==> config.mk <==
export PLATFORM = sky130hd
export DESIGN_NAME = mem_reader
export DESIGN_NICKNAME = d
export VERILOG_FILES = /design/src/rtl/mem_reader.sv
export SDC_FILE = /design/constraint.sdc
export NUM_CORES = 1
export LEC_CHECK = 0
export CORE_MARGIN = 2
export CORE_UTILIZATION = 50
export CTS_CLUSTER_SIZE = 14
export DETAILED_ROUTE_END_ITERATION = 8
export PLACE_DENSITY = 0.82
export SLEW_MARGIN = 30
export SYNTH_ARGS = -nofsm -noshare
export SYNTH_HDL_FRONTEND = slang
export SYNTH_SLANG_ARGS = --single-unit
==> constraint.sdc <==
create_clock -name clk -period 6.39 [get_ports clk]
set_input_delay 1.278 -clock clk [delete_from_list [all_inputs] [get_ports clk]]
set_output_delay 1.278 -clock clk [all_outputs]
set_load 0.1 [all_outputs]
==> src/rtl/mem_reader.sv <==
// Streams address pairs from a dual-read memory into a 2-entry output FIFO.
// One pair per cycle with out_ready high; issues are credit-limited so the FIFO never overflows.
module mem_reader #(
    parameter int ADDR_WIDTH = 4,
    parameter int DATA_WIDTH = 16,
    parameter int DEPTH      = 16
) (
    input  logic                  clk,
    input  logic                  rst,
    input  logic                  start,
    input  logic [ADDR_WIDTH-1:0] base_1,
    input  logic [ADDR_WIDTH-1:0] base_2,
    input  logic [ADDR_WIDTH:0]   count,
    output logic                  busy,
    output logic                  done,
    output logic [ADDR_WIDTH-1:0] mem_addr_1,
    output logic [ADDR_WIDTH-1:0] mem_addr_2,
    input  logic [DATA_WIDTH-1:0] mem_data_1,
    input  logic [DATA_WIDTH-1:0] mem_data_2,
    output logic                  out_valid,
    input  logic                  out_ready,
    output logic [DATA_WIDTH-1:0] out_data_1,
    output logic [DATA_WIDTH-1:0] out_data_2,
    output logic                  out_last
);

    typedef enum logic [1:0] {IDLE, ISSUE, DRAIN, DONE} state_t;

    localparam logic [ADDR_WIDTH:0] MAX_CNT = (ADDR_WIDTH+1)'(DEPTH);

    state_t                state;
    logic [DATA_WIDTH-1:0] fifo_1 [2];
    logic [DATA_WIDTH-1:0] fifo_2 [2];
    logic [1:0]            fifo_last;
    logic                  rd_ptr;
    logic                  wr_ptr;
    logic [1:0]            occ;
    logic                  inflight;
    logic                  inflight_last;
    logic [ADDR_WIDTH:0]   idx;
    logic [ADDR_WIDTH:0]   cnt;
    logic [ADDR_WIDTH-1:0] b1_q;
    logic [ADDR_WIDTH-1:0] b2_q;

    logic                  pop;
    logic [1:0]            credit;
    logic                  issue;
    logic                  last_issue;
    logic [ADDR_WIDTH:0]   req_cnt;

    assign out_valid  = (occ != 2'd0);
    assign out_data_1 = fifo_1[rd_ptr];
    assign out_data_2 = fifo_2[rd_ptr];
    assign out_last   = out_valid & fifo_last[rd_ptr];
    assign pop        = out_valid & out_ready;
    // Occupancy after this edge's capture and pop; doubles as the next occ value.
    assign credit     = occ + {1'b0, inflight} - {1'b0, pop};
    assign issue      = (state == ISSUE) && (credit < 2'd2);
    assign last_issue = (idx == cnt - 1'b1);
    assign req_cnt    = (count > MAX_CNT) ? MAX_CNT : count;

    always_ff @(posedge clk or posedge rst) begin
        if (rst) begin
            state         <= IDLE;
            busy          <= 1'b0;
            done          <= 1'b0;
            mem_addr_1    <= '0;
            mem_addr_2    <= '0;
            fifo_1[0]     <= '0;
            fifo_1[1]     <= '0;
            fifo_2[0]     <= '0;
            fifo_2[1]     <= '0;
            fifo_last     <= '0;
            rd_ptr        <= 1'b0;
            wr_ptr        <= 1'b0;
            occ           <= '0;
            inflight      <= 1'b0;
            inflight_last <= 1'b0;
            idx           <= '0;
            cnt           <= '0;
            b1_q          <= '0;
            b2_q          <= '0;
        end else begin
            occ      <= credit;
            inflight <= 1'b0;
            done     <= 1'b0;
            if (pop) begin
                rd_ptr <= ~rd_ptr;
            end
            // Memory data for last cycle's issue is valid now.
            if (inflight) begin
                fifo_1[wr_ptr]    <= mem_data_1;
                fifo_2[wr_ptr]    <= mem_data_2;
                fifo_last[wr_ptr] <= inflight_last;
                wr_ptr            <= ~wr_ptr;
            end
            case (state)
                IDLE: begin
                    if (start) begin
                        busy <= 1'b1;
                        if (req_cnt == '0) begin
                            state <= DONE;
                            done  <= 1'b1;
                        end else begin
                            b1_q          <= base_1;
                            b2_q          <= base_2;
                            cnt           <= req_cnt;
                            mem_addr_1    <= base_1;
                            mem_addr_2    <= base_2;
                            idx           <= (ADDR_WIDTH+1)'(1);
                            inflight      <= 1'b1;
                            inflight_last <= (req_cnt == (ADDR_WIDTH+1)'(1));
                            state         <= (req_cnt == (ADDR_WIDTH+1)'(1)) ? DRAIN : ISSUE;
                        end
                    end
                end
                ISSUE: begin
                    if (issue) begin
                        mem_addr_1    <= b1_q + idx[ADDR_WIDTH-1:0];
                        mem_addr_2    <= b2_q + idx[ADDR_WIDTH-1:0];
                        inflight      <= 1'b1;
                        inflight_last <= last_issue;
                        idx           <= idx + 1'b1;
                        if (last_issue) begin
                            state <= DRAIN;
                        end
                    end
                end
                DRAIN: begin
                    if (pop && fifo_last[rd_ptr]) begin
                        state <= DONE;
                        done  <= 1'b1;
                    end
                end
                DONE: begin
                    state <= IDLE;
                    busy  <= 1'b0;
                end
                default: state <= IDLE;
            endcase
        end
    end

endmodule

==> results.cfg <==
[floorplanning]
row_count = 35
die_y_um = 103
core_sq_um = 9330
ios = 93
start_util_pct = 52.1
die_x_um = 103
die_area_sq_um = 10500

[drt]
drt_iter0_markers = 87
wl_met3_um = 427
topRoutingLayerUsed = met4
first_pass_iters = 4
routed_wl_um = 9350
antenna_left = 0
met1Wirelength_um = 4070
drc = 0
detail_route.wl_per_cell_um = 15.7
num_vias = 3132
route.met2.wl_um = 4750
vias_per_cell = 5.26

[synthesis]
yosys-top-cells-area = dfrtp_1 53%, mux2_2 25%, ha_1 3.6%
synth_area_sq_um = 4860
ys_ff_latch = 102
async_flop_share_pct = 100
ys_types = 36
avgSynthCellArea_sq_um = 13.0
ys.flop_type = dfrtp_1
synth.most_common_cell = mux2_2
ys_top_cells_by_count = 106 x mux2_2, 102 x dfrtp_1, 24 x nand2_1, 20 x o21ai_0, 16 x inv_1
synth_seq_area_share_pct = 52.5
synth.top_cell.area_share_pct = 52.5
ys.warnings.count = 0
synth_edf_count = 0
synthCells = 374
synth.largest_area_cell = dfrtp_1
mappedNetlistNets = 439

[final_layout]
nets = 528
drive_gt1_share_pct = 28.3
diodes = 0
finalInstanceArea_sq_um = 6060
area_delta_synth_final_pct = 24.7

[clock_network]
cts_resized = 0
clk_latency_ns = 0.36
clockBufferDepth = 2
cts.sinks = 102
htree_levels = 3
root_buffer = clkbuf_8
post_cts_buffers = 0
cts_buffers = 9
cts_tree = yes
cts_hold_buf = 0
cts.clk_slew.worst_paths_ns = 0.11

[timing]
relSlewSlack_pct = 31.8
worst_slew_pin_slew_ns = 1.02
skew_ns = 0.0154
setup_viol = 0
fin_tns_setup_ns = 0
finalMaxSlewViolations = 0
rsz0062_at_grt = no
whs_ns = 0.490
fin_ws_ns = 2.33
finalHoldViolations = 0
period_share_pct = 63.5
min_period_ns = 4.06
max_clock_freq_mhz = 247

[worst_setup_path]
worstSetupEndpointType = output port
r2r-end = idx[3]
arrival_ns = 2.78
required_ns = 5.11
reg2reg_depth = 7
cp_max_fo = 27
r2r_setup_slack_ns = 3.78
start_kind = register
timing_worst_setup_path_type = register to output port
r2r_start = state[1]

[min_path]
min_path_cells = 2
whs_endpoint = mem_addr_2[3]
holdCritPathClass = register to register
hp-start = mem_addr_2[3]

[place]
dpl_cell_area_sq_um = 5890
preCtsSetupSlack_ns = 2.70
gp_congestion = 0.781
dp_hpwl_um = 6610
io_buffer_count = 92

[global_routing]
grt_max_degree = 65
grt_pass1_wl_um = 15400
grt_pass1_vias = 3245
gr-total-overflow = 0
grt_usage_pct = 18.8
antenna_found_initial = 0

[outcome]
status = completed

[run]
cap_violations = 0
[worst max-delay path, cell delays in order, from the launching register on]
cell and delay (ns):
dfrtp_1 0.55, buf_4 0.43, mux2i_1 0.18, nor2_1 0.11
clkdlybuf4s50_1 1.13
[kinds of logic (layout without fill, tap and decap cells)]
kind of cell | Yosys count | in the layout | synth area share, %
flops | 102 | 102 | 52.5
compound gates | 38 | 38 | 5.10
xor+xnor | 17 | 17 | 3.37
mux | 114 | 114 | 26.2
fa+ha+maj | 16 | 16 | 4.43
buf+inv | 33 | 126 | 2.91
simple gates | 54 | 54 | 5.43
[per-layer routing]
metal	vias up	track usage [%]
met2	71	32.8
met1	1566	24.2
met4	0	5.03
met3	10	3.73
met5	-	0
li1	1485	-
[worst max path at each step]
stage,from,endpoint,slack [ns],cells after the start
5_1_grt,rd_ptr,out_last,2.18,4
2_1_floorplan,rst,b1_q[0],2.44,1
3_5_place_dp,rd_ptr,out_last,2.70,4
3_3_place_gp,rd_ptr,out_last,2.73,4
6_report,rd_ptr,out_last,2.33,4
4_1_cts,rd_ptr,out_last,2.27,4
[registers in the layout, summed over array words and instances (netlist names)]
name	cells
fifo_1	32
fifo_2	32
cnt	5
idx	5
b1_q	4
b2_q	4
mem_addr_1	4
mem_addr_2	4
fifo_last	2
occ	2
state	2
busy	1
done	1
inflight	1
inflight_last	1
rd_ptr	1
wr_ptr	1
[layout make-up]
class                      count  area (sq um)
inverter                      16          62.6
sequential                   102          2550
clock inverter                 6          46.3
timing repair buffer          95           943
clock buffer                   9           124
fill                         726          3270
multi-input combinational    239          2170
tap                          129           161
[cell usage in the layout, fill, tap and decap left out, drive strengths merged]
master         netlist  layout
nand3b               1       1
ha                  14      14
clkinvlp             0       2
nand2               26      26
nor2                10      10
o31ai                2       2
or4                  2       2
buf                 10       3
a22o                 1       1
fa                   2       2
nand3                5       5
clkdlybuf4s50        0      92
inv                 16      18
nor3b                1       1
a211o                1       1
a21o                 4       4
xnor2                9       9
nor4                 2       2
o21ai               21      21
or2b                 1       1
mux2               106     106
o2111a               1       1
clkbuf               7       9
mux2i                8       8
nand2b               3       3
a21oi                7       7
nor3                 3       3
a32o                 1       1
xor2                 7       7
clkinv               0       2
xor3                 1       1
dfrtp              102     102
[per-stage QoR]
stage                     instances  utilization [%]
after CTS                       596             64.9
final                           596             64.9
after global placement          581             63.1
after global routing            596             64.9
after floorplan                 374                -
after detailed placement        581             63.1
Power is left out: the tool's default activity adds up to more than one toggle a clock period on the data nets, which glitch-free logic cannot reach.
==> RTL edit 1: new RTL, same settings <==
Set the parameter `ADDR_WIDTH` to 5 (it was 4).
--- a/src/rtl/mem_reader.sv
+++ b/src/rtl/mem_reader.sv
@@ -3,3 +3,3 @@
 module mem_reader #(
-    parameter int ADDR_WIDTH = 4,
+    parameter int ADDR_WIDTH = 5,
     parameter int DATA_WIDTH = 16,
Ports: changed (5 resized); port bits go from 93 to 98. No check against the original RTL was run, so the function may have changed too.
==> RTL edit 1 against the unedited design <==
Global-route usage up 0.085 points. Wire length up 11%. Clock skew shrank 1.9 ps. Non-clock buffer count increased by 5. Register-to-register slack got worse by 400 ps. Critical path depth is 1 lower. Synthesized area up 8.7%. Design area up 8.0%. Core utilization decreased by 1.3 points. First-iteration DRC count rose by 47%. Sequential cell count is 6 higher. Worst setup slack lost 110 ps. Highest routed layer unchanged.
==> RTL edit 1: results (changes against the unedited design) <==
finish:
  layout.cells.non_filler: 657  # +10%
  fillers: 849  # +17%
  drive_gt1_share_pct: 26.5  # -1.8 points
  layout.nets: 587  # +11%
placed_design:
  post-dp-hpwl_mm: 7.28  # +10%
  place_congestion: 0.770  # -1.5%
  dp_cells: 642  # +10%
  port-buffer-count: 97  # +5.4%
yosys:
  netlist-cell-type-count: 43  # +19%
  yosysSeqAreaShare_pct: 51.2  # -1.4 points
  synth_area_per_cell_um2: 12.3  # -5.0%
  post_synth_most_frequent_cells: "mux2_2 (109), dfrtp_1 (108), nand2_1 (31), o21ai_0 (26), inv_1 (19)"
  synth_nets: 498  # +13%
  synthTopCellsByArea: "dfrtp_1 (51%), mux2_2 (23%), ha_1 (3.8%)"
detailed_routing:
  detailroute.via_count: 3505  # +12%
  dr.first_iter.drc_count: 128  # +47%
  wirelength_mm: 10.4  # +11%
grt:
  grt_max_degree: 57  # -12%
  groute.usage.overall_pct: 18.9  # +0.085 points
  vias_in_the_first_global_route: 3606  # +11%
  global_route_wire_length_before_repair_mm: 17.4  # +13%
worst_setup_path:
  regToRegEndpoint: "idx[2]"
  arrival_ps: 2890  # +110 ps
  r2r.worst_path.cells: 10  # +3
  worst_setup_path_startpoint: "rd_ptr"
  rrSetupSlack_ps: 3380  # -400 ps
status:
  status: "finished, final reports clean"
timing:
  timing.clock.skew_ps: 13.5  # -1.88 ps
  timing.slew.headroom_pct: 32.4  # +0.68 points
worst_hold_path:
  min-delay-path-class: "reg -> reg"
[RTL edit 1: cell count changes after synthesis, moves of 4 or more]
cell	before	now
dfrtp_1	102	108
xor2_1	7	3
nand2_1	24	31
o21ai_0	20	26
clkbuf_1	7	11
nor2b_1	0	5
[RTL edit 1: critical path: stages, from the launching register on]
cell,delay (ps)
dfrtp_1,730
buf_4,410
mux2_2,210
clkdlybuf4s50_1,1150
[RTL edit 1: worst min-delay path by stage]
stage,startpoint,end,slack [ps]
2_1_floorplan,wr_ptr,wr_ptr,450
3_5_place_dp,mem_addr_2[4],mem_addr_2[4],470
4_1_cts,wr_ptr,wr_ptr,500
6_report,busy,busy,500
3_3_place_gp,mem_addr_2[3],mem_addr_2[3],460
5_1_grt,fifo_1[8],fifo_1[8],530
[RTL edit 1: power breakdown]
| group | switching, uW | internal, uW | leakage [uW] |
|---|---|---|---|
| registers | 30.8 | 714 | 0.00135 |
| logic | 617 | 253 | 0.00137 |
| clock network | 240 | 144 | 0.0000825 |
[RTL edit 1: per-layer routing]
metal | share of wire [%] | up-vias | wire length, um | global-route usage [%]
met4 | 0.64 | 0 | 67 | 4.27
met1 | 47 | 1745 | 4920 | 26.6
met3 | 4.2 | 6 | 438 | 2.92
li1 | - | 1678 | - | -
met5 | 0 | - | 0 | 0
met2 | 48 | 76 | 5000 | 31.3
[RTL edit 1: logic make-up (layout without fill, tap and decap cells)]
logic type / after synthesis / in the layout / synth area share, %
buffers and inverters: 41 / 134 / 3.08
XOR/XNOR: 14 / 14 / 2.61
AND/OR/NAND/NOR: 77 / 77 / 7.42
flip-flops: 108 / 108 / 51.2
multiplexers: 116 / 116 / 24.6
adder cells (fa/ha/maj): 18 / 18 / 4.55
AO/OA/AOI/OAI: 54 / 54 / 6.59
[RTL edit 1: area by class of cell]
class	count	area, um2	share of cell area [%]
multi-input combinational	279	2430	37.2
clock inverter	6	46.3	0.708
inverter	19	73.8	1.13
clock buffer	9	124	1.89
sequential	108	2700	41.3
tap	136	170	2.60
timing repair buffer	100	993	15.2
[RTL edit 1: stage by stage]
stage          worst slack, ps  utilization, %  area, um2  power (uW)
6_report                  2220            63.6       6540        2000
5_1_grt                   2090            63.6       6540        2070
3_5_place_dp              2280            62.0       6370        1630
4_1_cts                   2190            63.6       6540        2010
3_3_place_gp              2090            61.9       6360        1630
2_1_floorplan             2270               -       5280        1430
==> RTL edit 2: new RTL, same settings <==
Made on the original files. Make the reset (`rst`) synchronous in one clocked block.
--- a/src/rtl/mem_reader.sv
+++ b/src/rtl/mem_reader.sv
@@ -61,3 +61,3 @@
 
-    always_ff @(posedge clk or posedge rst) begin
+    always_ff @(posedge clk) begin
         if (rst) begin
Formal check against the unedited RTL: differs if rst is asserted again (counterexample within 4 cycles, from zero or initial values and one cycle with rst high); with rst held inactive, the same outputs for 4 cycles.
==> RTL edit 2 against the unedited design <==
First-iteration DRC count rose by 21%. Worst setup slack improved by 280 ps. Critical path depth fell by 1. Wire length rose by 7.3%. Synthesized area rose by 0.82%. Sequential cell count rose by 1. Via count rose by 7.1%. Design area rose by 2.4%. Non-clock buffer count rose by 5. Register-to-register slack improved by 150 ps. Hold slack got worse by 23 ps. Sequential share of layout area rose by 1.5 points. Critical path type unchanged.
==> RTL edit 2: results (changes against the unedited design) <==
yosys:
  synth_nets: 486  # +11%
  netlist-cell-type-count: 53  # +47%
  synth_ff_type: "edfxtp_1"
  synth_edf_count: 64  # +64
  async_flop_share_pct: 0  # -100 points
  synthTopCellsByArea: "edfxtp_1 (39%), dfxtp_1 (16%), and2_1 (8.2%)"
  post_synth_most_frequent_cells: "and2_1 (64), edfxtp_1 (64), dfxtp_1 (39), nand2_1 (29), nor2_1 (26)"
  yosysSeqAreaShare_pct: 55.2  # +2.6 points
placed_design:
  postPlaceCellArea_mm2: 0.00602  # +2.3%
  placement.setup.worst_slack_ps: 2780  # +75.9 ps
  port-buffer-count: 92  # unchanged
  place_congestion: 0.771  # -1.3%
  post-dp-hpwl_mm: 6.96  # +5.2%
finish:
  layout.nets: 575  # +8.9%
  drive_gt1_share_pct: 13.0  # -15 points
  biggestRegsByFlops: "fifo_1: 32 flops, fifo_2: 32 flops"
timing:
  timing.clock.skew_ps: 16.1  # +0.733 ps
  timing.slew.headroom_pct: 33.6  # +1.8 points
worst_setup_path:
  r2r.worst_path.cells: 10  # +3
  regToRegStartpoint: "occ[0]"
  arrival_ps: 2500  # -280 ps
  worst-path-max-fanout: 32  # +19%
  rrSetupSlack_ps: 3930  # +150 ps
  regToRegEndpoint: "mem_addr_2[1]"
grt:
  total_gr_overflow: 0  # unchanged
  groute.usage.overall_pct: 19.3  # +0.48 points
  global_route_wire_length_before_repair_mm: 15.8  # +2.5%
  grt_max_degree: 37  # -43%
worst_hold_path:
  worst_hold_depth: 2  # unchanged
  hold_crit_endpoint: "mem_addr_1[3]"
  hold_start: "mem_addr_1[3]"
clock_network:
  ctsRootBufferMaster: "clkbuf_8"
  clock_tree.buffer_depth: 2  # unchanged
  cts_made_buffers: 9  # unchanged
  clkTransAtPathRegs_ps: 110  # about the same
detailed_routing:
  detailroute.via_count: 3354  # +7.1%
  dr.first_iter.drc_count: 105  # +21%
  wire_per_inst_um: 15.5  # -1.3%
status:
  status: "finished, final reports clean"
power_and_ir_drop:
  power.leakage_uw: 0.00232
RTL edit 2: cell count changes in the layout (fill, tap and decap cells not counted), moves of 19 or more:
cell,delta
mux2_2,-82
edfxtp_1,+64
and2_1,+64
dfxtp_1,+39
dfrtp_1,-102
a21oi_1,+19
RTL edit 2: critical path, cell delays in order (launching register included):
cell	delay [ps]
dfxtp_1	320
buf_4	390
mux2_2	270
clkdlybuf4s50_1	1130
RTL edit 2: worst max-delay path by stage:
stage                    from              to  slack (ps)  cells after the start
CTS                 flip-flop   out_data_2[6]        2600                      3
global placement    out_ready          idx[0]        2870                     11
finish              flip-flop  out_data_1[10]        2620                      3
global route        flip-flop   out_data_2[6]        2550                      3
floorplan                 rst    fifo_1[1][0]        3160                      3
detailed placement  out_ready   mem_addr_1[1]        2780                     11
RTL edit 2: cell type report:
| type | count | area, um2 |
|---|---|---|
| fillers | 783 | 3440 |
| repair buffers | 100 | 1030 |
| well taps | 133 | 166 |
| clock buffers | 11 | 131 |
| clock inverters | 5 | 43.8 |
| inverters | 18 | 67.6 |
| multi-input cells | 278 | 2060 |
| flip-flops and latches | 103 | 2700 |
RTL edit 2: per-layer routing:
layer	GRT usage, %	routed length (um)	vias up
met1	23.1	4290	1600
met3	4.07	521	16
met4	5.67	137	0
li1	-	-	1644
met5	0	0	-
met2	35.0	5080	94
RTL edit 2: where the power goes:
part / total (uW) / leakage [uW] / internal, uW / switching (uW)
clock: 376 / 0.0000817 / 146 / 230
sequential: 911 / 0.000988 / 846 / 65.0
combinational: 1590 / 0.00125 / 459 / 1130
total: 2870 / 0.00232 / 1450 / 1420
RTL edit 2: stage by stage:
stage	instances	utilization, %	hold slack (ps)	power, uW
after CTS	648	64.3	470	2890
after global placement	629	61.8	447	2470
after detailed placement	632	62.5	455	2510
final	648	64.3	467	2870
after global routing	648	64.3	488	3000
after floorplan	421	-	440	2160
RTL edit 2: cell families (layout without fill, tap and decap cells):
logic type / after synthesis / count (layout) / synth area share [%]
multiplexers: 38 / 38 / 8.58
buffers and inverters: 40 / 134 / 3.45
AO/OA/AOI/OAI: 59 / 59 / 8.53
adder cells (fa/ha/maj): 16 / 16 / 4.39
flip-flops: 103 / 103 / 55.2
AND/OR/NAND/NOR: 147 / 147 / 16.3
XOR/XNOR: 18 / 18 / 3.52
